**config.mk**
```make
export PLATFORM = sky130hd
export DESIGN_NAME = operand_fetch_stage
export DESIGN_NICKNAME = d
export VERILOG_FILES = /design/src/rtl/operand_fetch_stage.sv
export SDC_FILE = /design/constraint.sdc
export NUM_CORES = 1
export LEC_CHECK = 0
export CELL_PAD_IN_SITES_DETAIL_PLACEMENT = 0
export CELL_PAD_IN_SITES_GLOBAL_PLACEMENT = 2
export CORE_UTILIZATION = 34
export CTS_CLUSTER_SIZE = 25
export DETAILED_ROUTE_END_ITERATION = 6
export DONT_BUFFER_PORTS = 1
export PLACE_DENSITY_LB_ADDON = 0.12
export SLEW_MARGIN = 20
export SYNTH_ARGS = -nofsm -noshare
export SYNTH_HDL_FRONTEND = slang
export SYNTH_SLANG_ARGS = --single-unit
```
**constraint.sdc**
```tcl
create_clock -name clk -period 2.01 [get_ports clk]
set_input_delay 0.3015 -clock clk [delete_from_list [all_inputs] [get_ports clk]]
set_output_delay 0.3015 -clock clk [all_outputs]
set_load 0.05 [all_outputs]
```
**src/rtl/operand_fetch_stage.sv**
```systemverilog
// Operand fetch and ID/EX pipeline register: r15 substitution, M/W forwarding,
// RAW interlock detection with bubble insertion and a saturating stall counter.
module operand_fetch_stage #(
   parameter int unsigned DW = 32,
   parameter int unsigned CW = 16
) (
   input  logic          clk,
   input  logic          rst_n,
   // decode slot
   input  logic          valid_d,
   input  logic [3:0]    ra1_d,
   input  logic [3:0]    ra2_d,
   input  logic          use_ra1_d,
   input  logic          use_ra2_d,
   input  logic [3:0]    wa_d,
   input  logic          reg_write_d,
   input  logic          mem_to_reg_d,
   input  logic [DW-1:0] pc_plus8_d,
   // register file read port
   output logic [3:0]    ra1,
   output logic [3:0]    ra2,
   input  logic [DW-1:0] rd1,
   input  logic [DW-1:0] rd2,
   // M-stage producer
   input  logic [3:0]    wa_m,
   input  logic          reg_write_m,
   input  logic          mem_to_reg_m,
   input  logic [DW-1:0] alu_result_m,
   // W-stage producer
   input  logic [3:0]    wa_w,
   input  logic          reg_write_w,
   input  logic [DW-1:0] result_w,
   // pipeline control
   input  logic          flush_e,
   output logic          stall_d,
   // ID/EX register
   output logic          valid_e,
   output logic          reg_write_e,
   output logic          mem_to_reg_e,
   output logic [3:0]    wa_e,
   output logic [DW-1:0] srca_e,
   output logic [DW-1:0] srcb_e,
   output logic [CW-1:0] stall_count
);

   localparam logic [3:0] PcReg = 4'd15;

   logic          live1, live2;
   logic          conflict1, conflict2;
   logic          load_e;
   logic [DW-1:0] src1, src2;

   assign ra1 = ra1_d;
   assign ra2 = ra2_d;

   // Operand select; r15 is never forwarded and M wins over W.
   always_comb begin
      src1 = rd1;
      if (ra1_d == PcReg) begin
         src1 = pc_plus8_d;
      end else if (reg_write_m && !mem_to_reg_m && (wa_m == ra1_d)) begin
         src1 = alu_result_m;
      end else if (reg_write_w && (wa_w == ra1_d)) begin
         src1 = result_w;
      end
   end

   always_comb begin
      src2 = rd2;
      if (ra2_d == PcReg) begin
         src2 = pc_plus8_d;
      end else if (reg_write_m && !mem_to_reg_m && (wa_m == ra2_d)) begin
         src2 = alu_result_m;
      end else if (reg_write_w && (wa_w == ra2_d)) begin
         src2 = result_w;
      end
   end

   // A load in M has no data yet, so it interlocks like an E producer.
   always_comb begin
      live1     = valid_d && use_ra1_d && (ra1_d != PcReg);
      live2     = valid_d && use_ra2_d && (ra2_d != PcReg);
      conflict1 = (valid_e && reg_write_e && (wa_e == ra1_d)) ||
                  (reg_write_m && mem_to_reg_m && (wa_m == ra1_d));
      conflict2 = (valid_e && reg_write_e && (wa_e == ra2_d)) ||
                  (reg_write_m && mem_to_reg_m && (wa_m == ra2_d));
      stall_d   = (live1 && conflict1) || (live2 && conflict2);
      load_e    = !(flush_e || stall_d);
   end

   always_ff @(posedge clk or negedge rst_n) begin
      if (!rst_n) begin
         valid_e      <= 1'b0;
         reg_write_e  <= 1'b0;
         mem_to_reg_e <= 1'b0;
         wa_e         <= '0;
         srca_e       <= '0;
         srcb_e       <= '0;
      end else if (load_e) begin
         valid_e      <= valid_d;
         reg_write_e  <= reg_write_d & valid_d;
         mem_to_reg_e <= mem_to_reg_d & valid_d;
         wa_e         <= wa_d;
         srca_e       <= src1;
         srcb_e       <= src2;
      end else begin
         // Bubble: kill controls, leave the datapath fields untouched.
         valid_e      <= 1'b0;
         reg_write_e  <= 1'b0;
         mem_to_reg_e <= 1'b0;
      end
   end

   always_ff @(posedge clk or negedge rst_n) begin
      if (!rst_n) begin
         stall_count <= '0;
      end else if (stall_d && (stall_count != '1)) begin
         stall_count <= stall_count + CW'(1);
      end
   end

endmodule

```
==> results.toml, run 1 <==
[logic_synthesis]
yosysWarnings = 0
synthesis.instances = 717
synth_flop_cell = "dfrtp_1"
syn_area_per_cell_um2 = 8.01
synthArstFlopShare_pct = 100
syn_area_mm2 = 0.00574
synth_seq_area_share_pct = 37.9
synth_edf_count = 0
ys_seq_elements = 87
synthDistinctLibCells = 38
syn_nets = 909

[critical_path]
cp.depth = 7
r2r_cells = 7
critPathKind = "flop to primary output"
cp.required_ps = 1710
arrival_ps = 1810
critPathTopFamily = "flip-flops"
cp_max_fo = 3
cpMaxStageDelayCell = "dfrtp_2"
worstSetupEndpointType = "primary output"
critPathLaunchType = "flop"
path_buf_inv = 3
slowest_delay_ps = 440
cp_cell_sequence = "xor2_1 > nor4_2 > a2bb2oi_1 > and2_4 > buf_6 > clkinvlp_4 > buf_12"

[finish]
final_cells = 956
syn_to_final_growth_pct = 18.9
final_common_cell = "nand2_1"
mostFrequentLayoutCells = "138 x nand2_1, 97 x nor2_1, 76 x dfrtp_1"
final_nets = 923
drive_gt1_share_pct = 20.7
n_antenna_cell = 0

[timing]
clock_skew_ps = 5.59
rsz0062_at_grt = "true"
finalHoldViolCount = 87
min_period_ps = 2110
holdWs_ps = -352
fin_ws_ps = -101
max_freq_ghz = 0.474
setup_violations = 2
tightestPinTransition_ps = 713
slew_viol_final = 0
relSlewSlack_pct = 52.5
finalCritPeriodShare_pct = 105

[global_route]
grt_pass1_wl_um = 33100
grt_pass1_vias = 5598
grt_max_degree = 88
antenna_found_initial = 0
track_usage_pct = 24.7
overflow = 0

[cts]
clock_path_buffers = 2
cts_tree = "done"
clock_sinks = 87
clock_latency_ps = 340
numCtsBuffers = 9
root_buffer = "clkbuf_16"
htree_levels = 3
path_clk_slew_ps = 60

[power_and_ir_drop]
finalPower_mw = 5.25
p_switching_mw = 1.95
power_leakage_nw = 2.63
p_comb_share_pct = 16.4
p_int_mw = 3.30
seq_power_share_pct = 50.7
power.share.clock_pct = 32.8
switching_share_pct = 37.1
ir_drop_mv = 0.406
p_per_area_mw_per_mm2 = 768

[detailed_routing]
wl_um = 21500
drc = 0
drt_iter0_markers = 253
via_count = 5490
ant_nets = 0
drtPass1Iterations = 6
vias_per_cell = 5.74
post_drt_wl_per_cell_um = 22.5

[die]
dieHeight_um = 132
die_w_um = 132
core-area_mm2 = 0.0165
rows = 47
io_pins = 287
die_area_mm2 = 0.0174
start_util_pct = 34.8

[place]
placed_cells = 931
dp_slack_ps = -62.8
gp_congestion = 0.856
dpl.hpwl_um = 15100
io_buffers = 0

[hold_path]
min_path_type = "input port to async pin"

[flow_run]
maxCapViolCount = 0

[run_status]
violations = "negative hold slack, negative setup slack"
outcome = "complete, but fails checks"
==> cell usage after synthesis, drive strengths merged (2+ instances only) <==
cell / number / area, um^2
or3: 2 / 12.5
and4: 3 / 26.3
nor3: 41 / 205
nand2: 138 / 518
nand4: 4 / 25.0
inv: 4 / 15.0
a311o: 32 / 320
clkbuf: 43 / 161
dfrtp: 87 / 2180
and3: 4 / 25.0
nand3: 8 / 40.0
nor2: 99 / 372
and3b: 2 / 17.5
nor4: 9 / 103
xor2: 26 / 228
xnor2: 8 / 70.1
and2: 2 / 15.0
a21oi: 32 / 160
mux2: 39 / 439
o21ai: 33 / 165
or2: 2 / 12.5
a31oi: 64 / 400
buf: 26 / 155
==> sequential cells by signal, indices dropped and copies added, names as in the netlist <==
name          flops
srcb_e           32
srca_e           32
mem_to_reg_e      1
valid_e           1
reg_write_e       1
stall_count      16
wa_e              4
==> final timing paths <==
| path | to | slack (ps) | start |
|---|---|---|---|
| worst max-delay path | stall_d | -100 | wa_e[1] |
| worst min-delay path | stall_count[8] | -350 | rst_n |
| worst max register to register | stall_count[12] | -50 | wa_e[1] |
| worst min register to register | wa_e[2] | 570 | wa_e[2] |
| max in group asynchronous | srcb_e[30] | 2220 | rst_n |
| min in group clk | valid_e | 90 | valid_d |
==> layer usage <==
metal	GRT usage, %	up-vias	share of wire [%]
li1	-	2556	-
met1	30.1	2674	39
met2	41.0	232	49
met3	7.65	28	9.4
met4	8.59	0	2.0
met5	0	-	0
==> logic make-up after synthesis <==
family,after synthesis,synth area share [%]
flip-flops,87,37.9
buffers and inverters,73,5.77
adder cells (fa/ha/maj),1,0.218
AND/OR/NAND/NOR,318,24.5
XOR/XNOR,34,5.19
AO/OA/AOI/OAI,165,18.8
multiplexers,39,7.65
==> worst register-to-register path: stages (launching register included) <==
cell and delay [ps]:
dfrtp_2 440, xor2_2 150, nor4_2 270, a22oi_2 100
and2_4 170, buf_4 150, or3_4 370, mux2_4 300
==> cell type report <==
cell class	instances	area, um^2
fillers	1679	9690
multi-input cells	557	3380
flip-flops and latches	87	2190
repair buffers	72	673
well taps	220	275
clock buffers	13	250
clock inverters	3	42.5
inverters	4	18.8
==> through the flow <==
step           setup TNS [ps]  cell area [um^2]  utilization [%]  hold WS, ps
2_1_floorplan               0              5760                -         5.91
3_3_place_gp             -188              6340             38.4         8.40
3_5_place_dp             -520              6340             38.4         8.49
4_1_cts                  -573              6730             40.7         -365
5_1_grt                  -461              6830             41.3         -370
6_report                 -148              6830             41.3         -352
==> power groups by stage <==
stage	Combinational, mW	Sequential, mW	Clock (mW)
2_1_floorplan	0.541	2.75	0
3_3_place_gp	0.833	2.70	0
3_5_place_dp	0.847	2.70	0
4_1_cts	0.855	2.67	1.78
5_1_grt	0.947	2.68	1.86
6_report	0.862	2.66	1.72
==> repair_timing <==
item	4_1_cts	5_1_grt
setup endpoints to repair	9	83
buffers inserted	5	5
cloned	0	0
gates resized for setup	10	12
endpoints found under the hold margin	87	87
pin swaps	8	11
No activity file was read; power rests on OpenSTA's default activity.
==> run 2: changes to the inputs <==
--- a/config.mk
+++ b/config.mk
@@ -11,7 +11,7 @@
 export CTS_CLUSTER_SIZE = 25
 export DETAILED_ROUTE_END_ITERATION = 6
 export DONT_BUFFER_PORTS = 1
-export PLACE_DENSITY_LB_ADDON = 0.12
+export PLACE_DENSITY = 0.86
 export SLEW_MARGIN = 20
 export SYNTH_ARGS = -nofsm -noshare
 export SYNTH_HDL_FRONTEND = slang
==> results.toml, run 2 (same netlist as run 1, synthesis figures left out) <==
[cts]
root_buffer = "clkbuf_16"
clock_latency_ps = 350
cts_tree = "done"
numCtsBuffers = 9
path_clk_slew_ps = 70
htree_levels = 3
clock_path_buffers = 2
clock_sinks = 87

[flow_run]
maxCapViolCount = 0

[global_route]
grt_max_degree = 88
globalRouteMet2Util_pct = 39.9
grt-busiest-layer = "met2"
overflow = 0
gr-usage-met1_pct = 26.1
grt_pass1_wl_um = 31400
met3_usage_pct = 7.80
grt_pass1_vias = 5650
track_usage_pct = 23.1
antenna_found_initial = 0

[finish]
syn_to_final_growth_pct = 22.3
final_common_cell = "nand2_1"
n_fill_cell = 1658
fin_area_mm2 = 0.00702
utilization_pct = 42.5
n_antenna_cell = 0
reg_top3 = "srca_e: 32 flops, srcb_e: 32 flops, stall_count: 16 flops"
drive_gt1_share_pct = 23.2
final_cells = 957
mostFrequentLayoutCells = "138 x nand2_1, 82 x nor2_1, 76 x dfrtp_1"
final_nets = 924

[critical_path]
cp_cell_sequence = "xor2_1 > nor4_1 > a22oi_1 > and2_4 > buf_8 > clkinvlp_4 > buf_12"
critPathKind = "flop to primary output"
cp_max_fo = 3
arrival_ps = 1800
critPathTopFamily = "flip-flops"
path_buf_inv = 3
cpMaxStageDelayCell = "dfrtp_2"
worstSetupEndpointType = "primary output"
cp.required_ps = 1710
critPathLaunchType = "flop"
slowest_delay_ps = 440

[detailed_routing]
ant_nets = 0
vias_per_cell = 6.10
drt_iter0_markers = 416
drtPass1Iterations = 4
wl_um = 21800
post_drt_wl_per_cell_um = 22.8
via_count = 5833
drc = 0

[run_status]
violations = "negative hold slack, negative setup slack"
outcome = "complete, but fails checks"

[place]
place_area_mm2 = 0.00628
dp_slack_ps = -60.6
dpl.hpwl_um = 14200
placed_cells = 925
gp_congestion = 0.896
io_buffers = 0

[hold_path]
min_path_type = "input port to async pin"

[timing]
rsz0062_at_grt = "true"
min_period_ps = 2100
finalSetupTns_ps = -132
slew_viol_final = 0
fin_ws_ps = -91.3
max_freq_ghz = 0.476
clock_skew_ps = 11.4
setup_violations = 3
holdWs_ps = -360
finalHoldViolCount = 87
tightestPinTransition_ps = 605
relSlewSlack_pct = 59.6
finalCritPeriodShare_pct = 105

[die]
die_w_um = 132
io_pins = 287
core-area_mm2 = 0.0165
dieHeight_um = 132
die_area_mm2 = 0.0174
start_util_pct = 34.8
rows = 47

[power_and_ir_drop]
p_switching_mw = 2.04
power_leakage_nw = 2.69
switching_share_pct = 37.1
p_per_area_mw_per_mm2 = 784
p_comb_share_pct = 16.7
seq_power_share_pct = 48.4
ir_drop_mv = 0.478
finalPower_mw = 5.51
power.share.clock_pct = 34.9
p_int_mw = 3.46
## run 2: power groups by stage
stage | clock (mW) | sequential (mW) | combinational, mW
6_report | 1.92 | 2.66 | 0.922
5_1_grt | 2.04 | 2.69 | 0.996
4_1_cts | 1.97 | 2.66 | 0.842
3_5_place_dp | 0 | 2.69 | 0.836
3_3_place_gp | 0 | 2.69 | 0.811
2_1_floorplan | 0 | 2.75 | 0.541
## run 2: timing repair
| action | in CTS | in global routing |
|---|---|---|
| gates resized for setup | 6 | 40 |
| setup buffers | 4 | 5 |
| gates cloned | 0 | 7 |
| pin swaps | 4 | 9 |
| endpoints found under the hold margin | 87 | 87 |
| setup endpoints to repair | 3 | 69 |
## run 2: cell type report
class / count / area (um^2) / share of cell area (%)
Clock buffer: 10 / 239 / 3.40
Inverter: 4 / 18.8 / 0.267
Sequential cell: 87 / 2190 / 31.2
Timing Repair Buffer: 73 / 772 / 11.0
Clock inverter: 6 / 91.3 / 1.30
Tap cell: 220 / 275 / 3.92
Multi-Input combinational cell: 557 / 3440 / 48.9
## run 2: path summary, 6_finish.rpt
kind,slack [ps],from,to,depth (start not counted)
min,-360,rst_n,stall_count[11],0
max,-90,wa_e[1],stall_d,7
min reg2reg,540,stall_count[6],stall_count[6],1
min in group clk,80,valid_d,valid_e,1
max reg2reg,-30,wa_e[1],stall_count[12],7
max in group asynchronous,2230,rst_n,srcb_e[2],0
## run 2: per-layer routing
layer	wire length (um)	vias up
met5	0	-
met4	497	0
met3	2040	38
met2	10900	314
met1	8340	2916
li1	-	2565
==> run 3: changes to the inputs <==
--- a/config.mk
+++ b/config.mk
@@ -7,11 +7,13 @@
 export LEC_CHECK = 0
 export CELL_PAD_IN_SITES_DETAIL_PLACEMENT = 0
 export CELL_PAD_IN_SITES_GLOBAL_PLACEMENT = 2
-export CORE_UTILIZATION = 34
+export CORE_UTILIZATION = 37
 export CTS_CLUSTER_SIZE = 25
 export DETAILED_ROUTE_END_ITERATION = 6
 export DONT_BUFFER_PORTS = 1
-export PLACE_DENSITY = 0.86
+export HOLD_SLACK_MARGIN = 0.03
+export PLACE_DENSITY = 0.92
+export RECOVER_POWER = 100
 export SLEW_MARGIN = 20
 export SYNTH_ARGS = -nofsm -noshare
 export SYNTH_HDL_FRONTEND = slang
==> constraint.sdc (replaced) <==
create_clock -name clk -period 2.55 [get_ports clk]
set_input_delay 0.3825 -clock clk [delete_from_list [all_inputs] [get_ports clk]]
set_output_delay 0.3825 -clock clk [all_outputs]
set_load 0.05 [all_outputs]
==> results.toml, run 3 (same netlist as run 1, synthesis figures left out) <==
[power_and_ir_drop]
p_per_area_mw_per_mm2 = 645
p_comb_share_pct = 15.7
switching_share_pct = 38.5
p_switching_mw = 1.54
ir_drop_mv = 0.293
finalPower_mw = 4.01
power_leakage_nw = 2.34
power.share.clock_pct = 32.1
p_int_mw = 2.47
seq_power_share_pct = 52.2

[finish]
drive_gt1_share_pct = 10.0
n_antenna_cell = 0
mostFrequentLayoutCells = "138 x nand2_1, 99 x nor2_1, 87 x dfrtp_1"
final_nets = 894
reg_top3 = "srca_e: 32 flops, srcb_e: 32 flops, stall_count: 16 flops"
final_common_cell = "nand2_1"
syn_to_final_growth_pct = 8.15
seq_area_mm2 = 0.00218
n_fill_cell = 1543
final_cells = 895
multi_input_area_mm2 = 0.00322

[cts]
cts_hold_buffers = 2
numCtsBuffers = 9
root_buffer = "clkbuf_16"
path_clk_slew_ps = 70
postCtsSetupBuffers = 0
htree_levels = 3
cts_resized = 0
clock_sinks = 87
clock_latency_ps = 340
clock_path_buffers = 2
cts_tree = "done"

[critical_path]
critPathKind = "flop to primary output"
cp.required_ps = 2170
arrival_ps = 1950
critPathLaunch = "wa_e[1]"
critPathLaunchType = "flop"
r2r_cells = 5
cpMaxStageDelayCell = "dfrtp_1"
r2r_start = "stall_count[0]"
path_buf_inv = 2
critPathTopFamily = "simple AND/OR/NAND/NOR gates"
r2r-end = "stall_count[15]"
slowest_delay_ps = 430
worstSetupEndpointType = "primary output"
cp_max_fo = 13
cp.depth = 6
cp_cell_sequence = "xor2_1 > nor4_1 > a22oi_1 > and2_4 > inv_1 > buf_12"
r2r_slack_ps = 330

[die]
die_area_mm2 = 0.0160
die_w_um = 127
start_util_pct = 37.8
dieHeight_um = 127
core-area_mm2 = 0.0152
io_pins = 287
rows = 45

[hold_path]
hold_start = "wa_d[0]"
whs_endpoint = "wa_e[0]"
min_path_type = "input port to flop"
worstHoldPathCells = 1

[timing]
slew_viol_final = 0
finalSetupTns_ps = 0
holdWs_ps = 175
relSlewSlack_pct = 13.3
finalCritPeriodShare_pct = 91.4
setup_violations = 0
finalHoldViolCount = 0
clock_skew_ps = 10.2
tightestPinTransition_ps = 1300
min_period_ps = 2330
max_freq_ghz = 0.429
rsz0062_at_grt = "false"

[detailed_routing]
drt_iter0_markers = 369
vias_per_cell = 6.17
drc = 0
ant_nets = 0
post_drt_wl_per_cell_um = 21.8
wl_um = 19500
via_count = 5521
drtPass1Iterations = 5

[run_status]
outcome = "complete, no violations"

[place]
io_buffers = 0
gp_congestion = 0.878
dpl.hpwl_um = 13700
placed_cells = 877

[global_route]
grt_pass1_wl_um = 30100
antenna_found_initial = 0
grt_max_degree = 88
track_usage_pct = 24.1
grt_pass1_vias = 5566
overflow = 0

[flow_run]
maxCapViolCount = 0
[run 3: cell type report]
class	count	area share, %
multi-input cells	557	51.9
flip-flops and latches	87	35.1
repair buffers	43	4.47
clock buffers	12	4.13
well taps	188	3.79
clock inverters	4	0.463
inverters	4	0.242
[run 3: metrics by stage]
step	utilization [%]	instance area, um^2	worst slack [ps]
after floorplan	-	5740	254
after global placement	39.6	6020	390
after detailed placement	39.6	6020	333
after CTS	41.8	6350	225
after global routing	40.9	6210	153
final	40.9	6210	220
[run 3: worst max path at each step]
stage / endpoint / slack (ps)
detailed placement: srca_e[19] / 330
floorplan: stall_count[9] / 250
global route: stall_d / 150
global placement: srca_e[13] / 390
CTS: stall_d / 230
finish: stall_d / 220
[run 3: per-layer routing]
metal | share of wire, % | track usage, % | vias up
li1 | - | - | 2498
met1 | 39 | 27.5 | 2697
met2 | 49 | 41.6 | 294
met3 | 9.9 | 7.63 | 32
met4 | 2.3 | 9.99 | 0
met5 | 0 | 0 | -
[run 3: power groups by stage]
| stage | Combinational, mW | Sequential, mW | Clock [mW] |
|---|---|---|---|
| final | 0.628 | 2.09 | 1.29 |
| after CTS | 0.655 | 2.09 | 1.32 |
| after floorplan | 0.426 | 2.16 | 0 |
| after detailed placement | 0.619 | 2.12 | 0 |
| after global routing | 0.696 | 2.11 | 1.36 |
| after global placement | 0.602 | 2.11 | 0 |
